[config.mk]
export PLATFORM = sky130hd
export DESIGN_NAME = mem_port_arbiter
export DESIGN_NICKNAME = d
export VERILOG_FILES = /design/src/rtl/mem_port_arbiter.sv
export SDC_FILE = /design/constraint.sdc
export NUM_CORES = 1
export LEC_CHECK = 0
export CAP_MARGIN = 5
export CORE_UTILIZATION = 40
export DETAILED_ROUTE_END_ITERATION = 8
export PLACE_DENSITY = 0.87
export SLEW_MARGIN = 15
export SYNTH_ARGS = -nofsm -noshare
export SYNTH_HDL_FRONTEND = slang
export SYNTH_SLANG_ARGS = --single-unit
export TNS_END_PERCENT = 30
[constraint.sdc]
create_clock -name clk -period 4.5 [get_ports clk]
set_input_delay 0.9 -clock clk [delete_from_list [all_inputs] [get_ports clk]]
set_output_delay 0.9 -clock clk [all_outputs]
set_load 0.1 [all_outputs]
[src/rtl/mem_port_arbiter.sv]
// Arbitrates one variable-latency memory port between instruction fetch and the
// MEM stage; generates pipeline stalls and breaks hung transactions with a watchdog.
module mem_port_arbiter #(
    parameter int TIMEOUT = 255,
    parameter int CNT_W   = 8
) (
    input  logic        clk,
    input  logic        rst,
    input  logic        im_req,
    input  logic [31:0] im_addr,
    output logic [31:0] im_rdata,
    output logic        IM_STALL,
    input  logic        dm_read,
    input  logic [3:0]  dm_web,
    input  logic [31:0] dm_addr,
    input  logic [31:0] dm_wdata,
    output logic [31:0] dm_rdata,
    output logic        DM_STALL,
    output logic        mem_req,
    output logic [31:0] mem_addr,
    output logic [3:0]  mem_web,
    output logic [31:0] mem_wdata,
    input  logic        mem_gnt,
    input  logic        mem_rvalid,
    input  logic [31:0] mem_rdata,
    output logic        timeout_err
);
    typedef enum logic [1:0] {IDLE, REQ, WAIT, DONE} state_t;

    localparam logic             OWN_IM   = 1'b0;
    localparam logic             OWN_DM   = 1'b1;
    localparam logic [CNT_W-1:0] CNT_LAST = CNT_W'(TIMEOUT - 1);

    state_t           state;
    logic             owner;
    logic             last_owner;
    logic [CNT_W-1:0] wd_cnt;

    logic        im_pend;
    logic        dm_pend;
    logic        grant_dm;
    logic        rsp_done;
    logic        wd_fire;
    logic        cap_en;
    logic [31:0] cap_data;

    always_comb begin
        im_pend  = im_req;
        dm_pend  = dm_read | (dm_web != 4'hf);
        // DM wins a tie unless it was served last, which keeps fetch from starving.
        grant_dm = dm_pend & (~im_pend | (last_owner == OWN_IM));
        rsp_done = (state == WAIT) & mem_rvalid;
        wd_fire  = ((state == REQ) | (state == WAIT)) & (wd_cnt == CNT_LAST) & ~rsp_done;
        cap_en   = rsp_done | wd_fire;
        cap_data = rsp_done ? mem_rdata : 32'h0;
        IM_STALL = im_pend & ~((state == DONE) & (owner == OWN_IM));
        DM_STALL = dm_pend & ~((state == DONE) & (owner == OWN_DM));
    end

    always_ff @(posedge clk or negedge rst) begin
        if (!rst) begin
            state       <= IDLE;
            owner       <= OWN_IM;
            last_owner  <= OWN_IM;
            wd_cnt      <= '0;
            mem_req     <= 1'b0;
            mem_addr    <= 32'h0;
            mem_web     <= 4'hf;
            mem_wdata   <= 32'h0;
            im_rdata    <= 32'h0;
            dm_rdata    <= 32'h0;
            timeout_err <= 1'b0;
        end else begin
            // A DM write leaves dm_rdata alone; the latched web tells reads from writes.
            if (cap_en) begin
                if (owner == OWN_IM)
                    im_rdata <= cap_data;
                else if (mem_web == 4'hf)
                    dm_rdata <= cap_data;
            end
            if (wd_fire)
                timeout_err <= 1'b1;

            case (state)
                IDLE: begin
                    wd_cnt <= '0;
                    if (im_pend | dm_pend) begin
                        owner   <= grant_dm;
                        mem_req <= 1'b1;
                        state   <= REQ;
                        if (grant_dm) begin
                            mem_addr  <= dm_addr;
                            mem_web   <= dm_web;
                            mem_wdata <= dm_wdata;
                        end else begin
                            mem_addr  <= im_addr;
                            mem_web   <= 4'hf;
                            mem_wdata <= 32'h0;
                        end
                    end
                end
                REQ: begin
                    wd_cnt <= wd_cnt + 1'b1;
                    if (wd_fire) begin
                        mem_req <= 1'b0;
                        state   <= DONE;
                    end else if (mem_gnt) begin
                        mem_req <= 1'b0;
                        state   <= WAIT;
                    end
                end
                WAIT: begin
                    wd_cnt <= wd_cnt + 1'b1;
                    if (rsp_done | wd_fire)
                        state <= DONE;
                end
                DONE: begin
                    wd_cnt     <= '0;
                    last_owner <= owner;
                    mem_web    <= 4'hf;
                    state      <= IDLE;
                end
                default: state <= IDLE;
            endcase
        end
    end
endmodule
==> run summary <==
The global router's overall resource usage is 22.1%. Yosys attributes the largest share of cell area to dfrtp_1 (59%), a22o_1 (9.3%), nand2_1 (6.3%). The final wirelength came out at roughly 17000 um. STA classifies the critical path endpoint as an output pin. Once layout is complete, the utilization of the core stands at 64.5%. Across all layers, the routed design uses 4948 vias. The pre-CTS setup slack came out at 1.41 ns. The fraction of layout instances using a drive strength above 1 came out at under 10%. In this run, synthesis produced a sequential element count of approximately 150.

Walking the worst path, the cells encountered are clkdlybuf4s50_1 > nand2b_1 > nor2_1 > a21oi_1 > buf_4. On the critical path, the stage with the largest delay is an instance of clkdlybuf4s50_1. After the last flow step, the layout net total stands at 930. In this run the worst hold path is classified as reg2reg. The placed standard-cell area came out at 0.00887 mm^2. The height of the chip is 125 um. Leaving out fill and tap cells, the most frequent cell in the layout is clkdlybuf4s50_1. The synthesis-to-finish area growth is 55.9%. Max-cap violations in this run came to 0.

In this run the critical register-to-register path is captured at im_rdata[11]. The critical path class is in2out. The TritonCTS buffer count came out at 17. The post-cts repair resize count came out at 0. The mean number of vias per cell is between 5 and 6.

The pre-antenna-repair detailed-routing pass consisted of 9 iterations. The detailed router finished its first iteration with 292 violations. The unique cell type count in the Yosys netlist is 47. The share of flip-flops with an asynchronous set or reset after synthesis is 100%.

The via count of the first global-routing pass is 5082. The clock passes through at most 2 buffers. The stage delay of the slowest cell on the critical path is 0.50 ns. The I/O pin count came out at around 270.

The width of the die came out at 125 um. The cell count of the worst hold path came out at 1. The final-report max-slew violation count was 0. The post-synthesis cell count came out at around 520. The floorplan has 44 rows. The average wire per cell in the routed design is 17.1 um. In the routed design, unresolved DRC markers number 44. The tightest slew margin relative to the limit came out at between 30% and 40%. The final reports fail on design-rule violations. The average cell area after synthesis came out at roughly 12 um^2.

Across all setup checks in the final design, the least slack found is roughly 1.4 ns. Summing all non-filler instances in the final layout gives an area of 0.00944 mm^2. The final number of hold-violating endpoints came to 0. For hold timing, the worst endpoint is timeout_err. The reg-to-reg critical path startpoint is state[1]. Setup repair after global routing left no endpoint under its margin. Once the floorplan was initialized, standard cells occupied 41.4% of the core. The part of the Yosys area used for sequential elements came out at 60.4%. The number of cells on the worst reg-to-reg path is 6. The number of antenna violations at the first check in global routing came to 0. The launch point of the worst hold path is timeout_err. The run finished, with violations left. The count of buffers inserted at the top-level ports came out at ~270. The number of sinks on the clock net came out at approximately 150. Static timing analysis puts the maximum clock frequency at 0.326 GHz. The final weighted congestion in routability-driven placement came out at approximately 0.76. At the later pin of the worst-skew pair, clock insertion delay measures between 0.4 and 0.5 ns. The number of enable flip-flop cells after synthesis came out at 0. The maximum fanout encountered on the critical timing path came out at 3.

Entering global routing, the biggest net connects 123 pins. The accumulated negative setup slack came out at 0 ns. Setup violations remaining at the end of the flow were counted as 0. The post-CTS setup buffer count came out at 0. Yosys printed 0 warnings.

The count of buffer and inverter cells on the critical path came out at 2. The antenna diode instance count is 0. The actual transition at the worst max-transition pin is 1.04 ns. The first global-routing pass estimated 26900 um of wire. TritonCTS built the clock tree. The post-synthesis instance area came out at 0.00606 mm^2. The fraction of post-synthesis cell area in the top cell type by area came out at 58.7%.

The total number of H-tree levels is 4. The remaining global-route overflow is 0. The routed design could run at a clock period as short as 3.07 ns. The worst setup path is launched from a primary input. The area of the core is around 0.015 mm^2. The cts-stage hold buffer count came out at 0.

Dividing the final minimum period by the clock period gives 68.1%. The synthesized net count is 666. The data arrival time of the critical path is around 2.2 ns. The largest delay contributor family on the critical path is buffers and inverters. The required time of the critical path is between 3 and 4 ns.

The number of nets still failing antenna checks after routing came out at 0. The worst register-to-register path has a setup slack of 2.12 ns. The placed wire-length estimate after detailed placement came out at around 12000 um. Leaving out fill and tap cells, the most frequent cells in the layout are clkdlybuf4s50_1 (270), dfrtp_1 (142), nand2_1 (101), o21ai_0 (66), a22o_1 (64).

dfrtp_1 takes more of the synthesized area than any other cell. The post-CTS clock slew at the launch and capture registers of the worst setup and hold paths is 0.06 ns. The flip-flop cell with the highest count after synthesis is dfrtp_1. Across the routed clock network, the largest skew measured is 0.0122 ns.

The total die area came out at around 0.016 mm^2. The cell sitting at the root of the clock tree is a clkbuf_16.
[worst reg2reg max path, stage by stage (launching register included)]
cell	delay, ns
dfrtp_1	0.42
inv_1	0.08
ha_1	0.45
nand4_2	0.25
o21ai_2	0.26
nand2_2	0.44
a22o_1	0.37
[final cells by class]
class,count,area [um^2]
Multi-Input combinational cell,338,2190
Sequential cell,146,3660
Tap cell,184,230
Clock buffer,17,425
Timing Repair Buffer,278,2780
Clock inverter,15,144
Inverter,5,18.8
Fill cell,1136,5200
[synth_stat cells, types with 2 or more instances]
cell type / count
nor3_1: 5
clkbuf_1: 9
and2_1: 4
a22o_1: 64
and3_2: 2
clkbuf_2: 2
nand2b_1: 2
a21oi_1: 2
buf_4: 8
mux2i_1: 32
dfstp_2: 4
nor2b_1: 4
nand2_2: 2
o21ai_0: 66
dfrtp_1: 142
buf_2: 7
xnor2_1: 4
inv_1: 5
nor2_1: 13
nand3_1: 6
ha_1: 6
a21boi_0: 2
nand2_1: 101
buf_6: 7
[through the flow]
step	hold WS, ns	instances
final	0.477	983
after global routing	0.488	983
after floorplan	0.480	522
after detailed placement	0.457	951
after global placement	0.460	951
after CTS	0.477	983
[logic make-up after synthesis]
| group | after synthesis | synth area share, % |
|---|---|---|
| XOR/XNOR | 5 | 0.723 |
| AND/OR/NAND/NOR | 149 | 11.2 |
| flip-flops | 146 | 60.4 |
| multiplexers | 35 | 5.91 |
| adder cells (fa/ha/maj) | 6 | 1.24 |
| AO/OA/AOI/OAI | 143 | 16.7 |
| buffers and inverters | 38 | 3.90 |
[state kept, by name, summed over array words and instances, names as in the netlist]
signal / flops
mem_addr: 32
state: 2
mem_req: 1
owner: 1
mem_web: 4
dm_rdata: 32
mem_wdata: 32
im_rdata: 32
timeout_err: 1
wd_cnt: 8
last_owner: 1
[how the worst max path moves through the flow]
stage	from	to	slack [ns]	cells after the start
after floorplan	im_req	IM_STALL	0.51	1
after global placement	im_req	IM_STALL	1.39	3
after detailed placement	im_req	IM_STALL	1.41	3
after CTS	dm_web[2]	DM_STALL	1.39	5
after global routing	dm_read	DM_STALL	1.32	5
final	dm_web[2]	DM_STALL	1.43	5
[layer usage]
metal	up-vias	GRT usage, %	part of all wire [%]
met2	211	38.1	51
li1	2367	-	-
met4	0	6.74	1.2
met1	2360	25.6	39
met5	-	0	0
met3	10	8.22	9.5
Power is left out: the tool's default activity adds up to more than one toggle a clock period on the data nets, which glitch-free logic cannot reach.
